===== config.mk =====
export PLATFORM = sky130hd
export DESIGN_NAME = input_conditioner
export DESIGN_NICKNAME = d
export VERILOG_FILES = /design/src/rtl/input_conditioner_pkg.sv /design/src/rtl/debounce_channel.sv /design/src/rtl/input_conditioner.sv
export SDC_FILE = /design/constraint.sdc
export NUM_CORES = 1
export LEC_CHECK = 0
export CAP_MARGIN = 20
export CELL_PAD_IN_SITES_DETAIL_PLACEMENT = 1
export CELL_PAD_IN_SITES_GLOBAL_PLACEMENT = 2
export CORE_AREA = 2 2 123 95
export DETAILED_ROUTE_END_ITERATION = 8
export DIE_AREA = 0 0 125 97
export PLACE_DENSITY = 0.79
export SLEW_MARGIN = 30
export SYNTH_ARGS = -nofsm -noshare
export SYNTH_HDL_FRONTEND = slang
export SYNTH_HIERARCHICAL = 1
export SYNTH_SLANG_ARGS = --single-unit

===== constraint.sdc =====
create_clock -name clk -period 2.6 [get_ports clk]
set_input_delay 0.78 -clock clk [delete_from_list [all_inputs] [get_ports clk]]
set_output_delay 0.78 -clock clk [all_outputs]
set_load 0.05 [all_outputs]

===== src/rtl/input_conditioner_pkg.sv =====
// Shared constants, types and helpers for the input conditioner.
// Optional feature macro used by the design: INPUT_CONDITIONER_TOGGLE_OUT_EN.
package input_conditioner_pkg;

  localparam int MIN_SYNC_STAGES = 2;

  typedef struct packed {
    logic rise;
    logic fall;
  } edge_t;

  // Counter width for a debounce window; at least one bit even for a 1-cycle window.
  function automatic int cnt_width(input int cycles);
    int w;
    w = $clog2(cycles);
    return (w < 1) ? 1 : w;
  endfunction

endpackage


===== src/rtl/debounce_channel.sv =====
// One channel of debounce: consecutive-sample counter, stable level, rise/fall pulses.
// With INPUT_CONDITIONER_TOGGLE_OUT_EN a toggle flop flips once per rise pulse.
module debounce_channel
  import input_conditioner_pkg::*;
#(
  parameter int DEBOUNCE_CYCLES = 4
) (
  input  logic  clk,
  input  logic  reset,
  input  logic  sync_i,
  output logic  stable_o,
  output edge_t edge_o
`ifdef INPUT_CONDITIONER_TOGGLE_OUT_EN
  ,
  output logic  toggle_o
`endif
);

  localparam int            CW       = cnt_width(DEBOUNCE_CYCLES);
  localparam logic [CW-1:0] CNT_LAST = CW'(DEBOUNCE_CYCLES - 1);

  if (DEBOUNCE_CYCLES < 1) begin : g_bad_cycles
    $error("debounce_channel: DEBOUNCE_CYCLES must be 1 or more");
  end

  logic [CW-1:0] cnt_q, cnt_d;
  logic          stable_q, stable_d;
  edge_t         edge_q, edge_d;

  always_comb begin
    // NOTE: every signal written here gets a default first; a path that leaves one unassigned infers a latch.
    cnt_d    = cnt_q;
    stable_d = stable_q;
    edge_d   = '0;
    if (sync_i == stable_q) begin
      cnt_d = '0;
    end else if (cnt_q == CNT_LAST) begin
      // The window is complete: adopt the new level and pulse in the same cycle.
      stable_d    = sync_i;
      cnt_d       = '0;
      edge_d.rise = sync_i;
      edge_d.fall = ~sync_i;
    end else begin
      cnt_d = cnt_q + 1'b1;
    end
  end

  // NOTE: state registers use non-blocking assignments so each flop samples pre-edge values.
  always_ff @(posedge clk) begin
    if (reset) begin
      cnt_q    <= '0;
      stable_q <= 1'b0;
      edge_q   <= '0;
    end else begin
      cnt_q    <= cnt_d;
      stable_q <= stable_d;
      edge_q   <= edge_d;
    end
  end

  assign stable_o = stable_q;
  assign edge_o   = edge_q;

`ifdef INPUT_CONDITIONER_TOGGLE_OUT_EN
  logic toggle_q;

  always_ff @(posedge clk) begin
    if (reset) begin
      toggle_q <= 1'b0;
    end else begin
      toggle_q <= toggle_q ^ edge_q.rise;
    end
  end

  assign toggle_o = toggle_q;
`endif

endmodule


===== src/rtl/input_conditioner.sv =====
// Multi-channel input front end: N-stage synchronizer, debounce and edge pulses per channel.
// Defining INPUT_CONDITIONER_TOGGLE_OUT_EN adds a per-channel toggle output.
module input_conditioner
  import input_conditioner_pkg::*;
#(
  parameter int WIDTH           = 16,
  parameter int SYNC_STAGES     = 2,
  parameter int DEBOUNCE_CYCLES = 4
) (
  input  logic             clk,
  input  logic             reset,
  input  logic [WIDTH-1:0] signal,
  output logic [WIDTH-1:0] sync_signal,
  output logic [WIDTH-1:0] stable,
  output logic [WIDTH-1:0] rise,
  output logic [WIDTH-1:0] fall
`ifdef INPUT_CONDITIONER_TOGGLE_OUT_EN
  ,
  output logic [WIDTH-1:0] toggle
`endif
);

  if (SYNC_STAGES < MIN_SYNC_STAGES) begin : g_bad_sync
    $error("input_conditioner: SYNC_STAGES must be 2 or more");
  end

  logic [SYNC_STAGES-1:0][WIDTH-1:0] sync_q;

  // NOTE: the synchronizer array is reset like any other flop so sync_signal has a defined level out of reset.
  always_ff @(posedge clk) begin
    if (reset) begin
      sync_q <= '0;
    end else begin
      sync_q[0] <= signal;
      for (int i = 1; i < SYNC_STAGES; i++) begin
        sync_q[i] <= sync_q[i-1];
      end
    end
  end

  assign sync_signal = sync_q[SYNC_STAGES-1];

  edge_t [WIDTH-1:0] edges;

  for (genvar g = 0; g < WIDTH; g++) begin : g_chan
    debounce_channel #(
      .DEBOUNCE_CYCLES(DEBOUNCE_CYCLES)
    ) u_chan (
      .clk     (clk),
      .reset   (reset),
      .sync_i  (sync_signal[g]),
      .stable_o(stable[g]),
      .edge_o  (edges[g])
`ifdef INPUT_CONDITIONER_TOGGLE_OUT_EN
      ,
      .toggle_o(toggle[g])
`endif
    );

    assign rise[g] = edges[g].rise;
    assign fall[g] = edges[g].fall;
  end

endmodule


Yosys cells after proc, flatten, opt, wreduce, memory -nomap -nowiden
Cells that the tools add are included.
{"block": "classes", "addsub": 16, "eq_ne": 32, "bitwise": 48, "reduce_logical": 48}
{"operator": "OR reduction 3 bit", "count": 32}
{"operator": "inverter 1 bit", "count": 48}
{"operator": "adder 2 x 1 -> 2 bit (second input constant)", "count": 16}
{"operator": "== test 2 bit (second input constant)", "count": 16}
{"operator": "AND reduction 2 bit", "count": 16}
{"operator": "== test 1 bit", "count": 16}
{"block": "totals", "wordCells": 210, "ff_bits": 112, "out_inout_bits": 64}

Logic depth before layout (Yosys ltp)
{"block": "depth", "depth_word": 3, "depth_mapped": 3}

By module
The synthesis kept the hierarchy.
{"mod": "debounce_channel", "instances": 16, "area_each_um2": 181.4, "cells_each": 13}
{"mod": "input_conditioner", "instances": 1, "area_each_um2": 983.4, "cells_each": 83}

Worst setup path before layout
No wires, ideal clock.
{"block": "synth_timing", "kind": "register -> output", "from": "reg g_chan[0].u_chan.stable_q", "to": "out stable[0]", "slack_ns": 1.168, "stages_incl_launch_ff": 1, "t_arrival_ns": 0.652, "cell_sequence": "dfxtp_1"}
{"element": "start, declared", "line_no": "debounce_channel.sv:27", "rtl": "logic stable_q, stable_d;"}
{"element": "start signal, assigned", "line_no": "debounce_channel.sv:56", "rtl": "stable_q <= stable_d;"}
{"element": "end, declared", "line_no": "input_conditioner.sv:14", "rtl": "output logic [WIDTH-1:0] stable,"}
No word-level cell between the ends.

Final worst setup path
{"block": "layout_timing", "from": "reg sync_q, in the netlist sync_signal[8]", "to": "out sync_signal[8]"}
{"element": "start, declared", "line_no": "input_conditioner.sv:27", "rtl": "logic [SYNC_STAGES-1:0][WIDTH-1:0] sync_q;"}
{"element": "start signal, assigned by index", "line_no": "input_conditioner.sv:36", "rtl": "sync_q[i] <= sync_q[i-1];"}
{"element": "end, declared", "line_no": "input_conditioner.sv:13", "rtl": "output logic [WIDTH-1:0] sync_signal,"}
No word-level cell between the ends.

==> metrics.log <==
INFO  metric run_status = finished, final reports clean
INFO  metric core_area = 10800 um2
INFO  metric final_net_count = 399
INFO  metric die_x = 125 um
INFO  metric drt-vias-per-instance = 4.62
INFO  metric synthDistinctLibCells = 10
INFO  metric worst_hold_endpoint = g_chan[8].u_chan/cnt_q[0]
INFO  metric postSynthRegisterBits = 112
INFO  metric achievable-frequency = 417 MHz
INFO  metric critical_path.slowest_cell = clkdlybuf4s50_1
INFO  metric syn_area = 3890 um2
INFO  metric vdd_drop_max = 302 uV
INFO  metric synth_top_family_by_area = simple AND/OR/NAND/NOR gates
INFO  metric final_design_area_no_fill = 5060 um2
INFO  metric post_synth_fa_ha_maj_area_fraction = 5.15%
INFO  metric cts-buffers-inserted = 9
INFO  metric die_height = 97 um
INFO  metric grt_antenna_before_repair = 0
INFO  metric number_of_endpoints_failing_setup_at_the_final_stage = 0
INFO  metric hold_path_startpoint = g_chan[8].u_chan/cnt_q[0]
INFO  metric fp.dieArea = 12100 um2
INFO  metric min_period_over_period = 92.3%
INFO  metric start_kind = register
INFO  metric rsz_0062_raised_after_global_routing = no
INFO  metric cts.repair_timing.setup_buffer_count = 0
INFO  metric first_global_vias = 2401
INFO  metric largest_stage_delay_worst_path = 0.87 ns
INFO  metric grt_util_all_layers = 11.6%
INFO  metric drt-wirelength-per-cell = 13.4 um
INFO  metric fillCellCount = 1112
INFO  metric tritoncts = done
INFO  metric synth_compound_gate_area_share = 0%
INFO  metric post_route_cells_drive_above_1_share = 17.0%
INFO  metric antenna_violating_nets_post_route = 0
INFO  metric fin_crit = 2.40 ns
INFO  metric yosys.area_share.xor_xnor = 3.61%
INFO  metric row_count = 33
INFO  metric timing.final.max_slew_violations = 0
INFO  metric setup.worst_path.end_class = primary output
INFO  metric setup_total_negative_slack = 0 ns
INFO  metric routabilityCongestion = 0.671
INFO  metric r2r-start = g_chan[0].u_chan/cnt_q[0]
INFO  metric synth_cells = 291
INFO  metric max_slew_margin = 63.9%
INFO  metric grt_overflow = 0
INFO  metric power.density_cell_area = 666 nW/um2
INFO  metric diodes = 0
INFO  metric worstPathMaxFanout = 5
INFO  metric cts_root_buffer = clkbuf_16
INFO  metric routed_wl = 6830 um
INFO  metric top_level_ports = 82
INFO  metric detailroute.via_count = 2357
INFO  metric slew_at_the_pin_closest_to_its_max_slew_limit = 0.540 ns
INFO  metric grt_max_degree = 106
INFO  metric route.detailed.drc = 0
INFO  metric port-buffer-count = 81
INFO  metric yosys.area_share.simple = 25.8%
INFO  metric synth.mux.area_fraction = 4.12%
INFO  metric criticalPathCategory = register to primary output
INFO  metric ys.warnings.count = 6
INFO  metric buffers_inverters_on_critical_path = 1
INFO  metric crit_required = 1.82 ns
INFO  metric path_clk_slew = 0.06 ns
INFO  metric max_cap_violations = 0
INFO  metric worstHoldPathType = register to register
INFO  metric synth_area_per_cell = 13.4 um2
INFO  metric cpLargestDelayFamily = buffers and inverters
INFO  metric r2r_depth = 3
INFO  metric postCtsHoldBufs = 0
INFO  metric ctsHtreeMaxLevel = 3
INFO  metric synth-seq-area-share = 57.7%
INFO  metric cts-resized-gates = 0
INFO  metric reg2reg_to = g_chan[0].u_chan/stable_o
INFO  metric cellLeakagePower = 1.82 nW
INFO  metric fin_worst_skew = 0.00572 ns
INFO  metric detail_route.iter0.violations = 106
INFO  metric whs_path_depth = 1
INFO  metric placement.cell_area = 4750 um2
INFO  metric synthesized_net_count = 325
INFO  metric finalHoldViolations = 0
INFO  metric dr.pass1.iters = 2
INFO  metric clock_sink_count = 112
INFO  metric arrival = 1.62 ns
INFO  metric grt_pass1_wl = 11500 um
INFO  metric detailedPlacementHpwl = 4470 um
INFO  metric setup.reg_to_reg.worst_slack = 1.57 ns
INFO  metric path_cells = clkdlybuf4s50_1
INFO  metric floorplan.initialDensity = 35.9%
INFO  metric ctsLongestPathBuffers = 2
INFO  metric syn2layout_area_growth = 30.3%
INFO  metric worstSkewPairLatency = 0.34 ns
[per-layer routing]
layer  up-vias  global-route usage (%)  part of all wire [%]  wire length (um)
met1      1113                    14.4                    48              3300
met5         -                       0                     0                 0
li1       1176                       -                     -                 -
met2        62                    17.7                    43              2950
met4         0                    3.85                   1.0                71
met3         6                    5.59                   7.4               506
[metrics by stage]
stage               hold WS, ns  util, %  cells  setup slack, ns  total power [W]
floorplan                 0.404        -    291             1.17          0.00190
CTS                       0.434     46.8    510            0.143          0.00343
finish                    0.430     46.8    510            0.199          0.00337
detailed placement        0.422     43.9    494            0.540          0.00196
global placement          0.414     43.9    494            0.557          0.00196
global route              0.455     46.8    510           0.0946          0.00352
[cell type report]
class	instances	area, um2	area share [%]
well taps	140	175	3.46
multi-input cells	160	1500	29.7
repair buffers	82	828	16.4
flip-flops and latches	112	2240	44.3
clock inverters	3	65.1	1.29
clock buffers	13	250	4.94
[kinds of logic (layout without fill, tap and decap cells)]
group,after synthesis,count (layout)
DFF,112,112
buffers and inverters,19,98
adders and majority gates,16,16
muxes,16,16
xor gates and xnor gates,16,16
and+or+nand+nor,112,112
[placed cells by master (no fill, tap or decap), drive strengths merged, types with 16 or more instances in the layout]
| cell type | instances |
|---|---|
| nor2 | 16 |
| nor2b | 32 |
| nor4 | 16 |
| clkdlybuf4s50 | 80 |
| dfxtp | 112 |
| xnor2 | 16 |
| nor4b | 16 |
| mux2i | 16 |
| and4bb | 32 |
| ha | 16 |
[sequential cells by signal (all words and copies together) (netlist names)]
signal                  cells
sync_q                     16
g_chan.u_chan/edge_o       32
sync_signal                16
g_chan.u_chan/stable_o     16
g_chan.u_chan/cnt_q        32
[how the worst max path moves through the flow]
stage | from | cells past startpoint | end | slack (ns)
final | sync_signal[8] | 1 | sync_signal[8] | 0.20
after detailed placement | sync_signal[8] | 1 | sync_signal[8] | 0.54
after global placement | sync_signal[8] | 1 | sync_signal[8] | 0.56
after floorplan | g_chan[0].u_chan/stable_o | 0 | stable[0] | 1.17
after global routing | sync_signal[8] | 1 | sync_signal[8] | 0.09
after CTS | sync_signal[8] | 1 | sync_signal[8] | 0.14
[where the power goes]
| group | switching (W) | total (W) | internal (W) |
|---|---|---|---|
| clock | 0.000579 | 0.00145 | 0.000871 |
| combinational | 0.0000828 | 0.000156 | 0.0000731 |
| sequential | 0.0000198 | 0.00177 | 0.00175 |
[Yosys cell counts]
master	count	area, um2
and4bb_2	32	400
nor2b_1	32	200
buf_4	19	143
mux2i_1	16	160
xnor2_1	16	140
nor2_1	16	60.1
nor4_1	16	100
ha_1	16	200
dfxtp_1	112	2240
nor4b_2	16	240
Note: power is estimated with default switching activity, not from simulation.
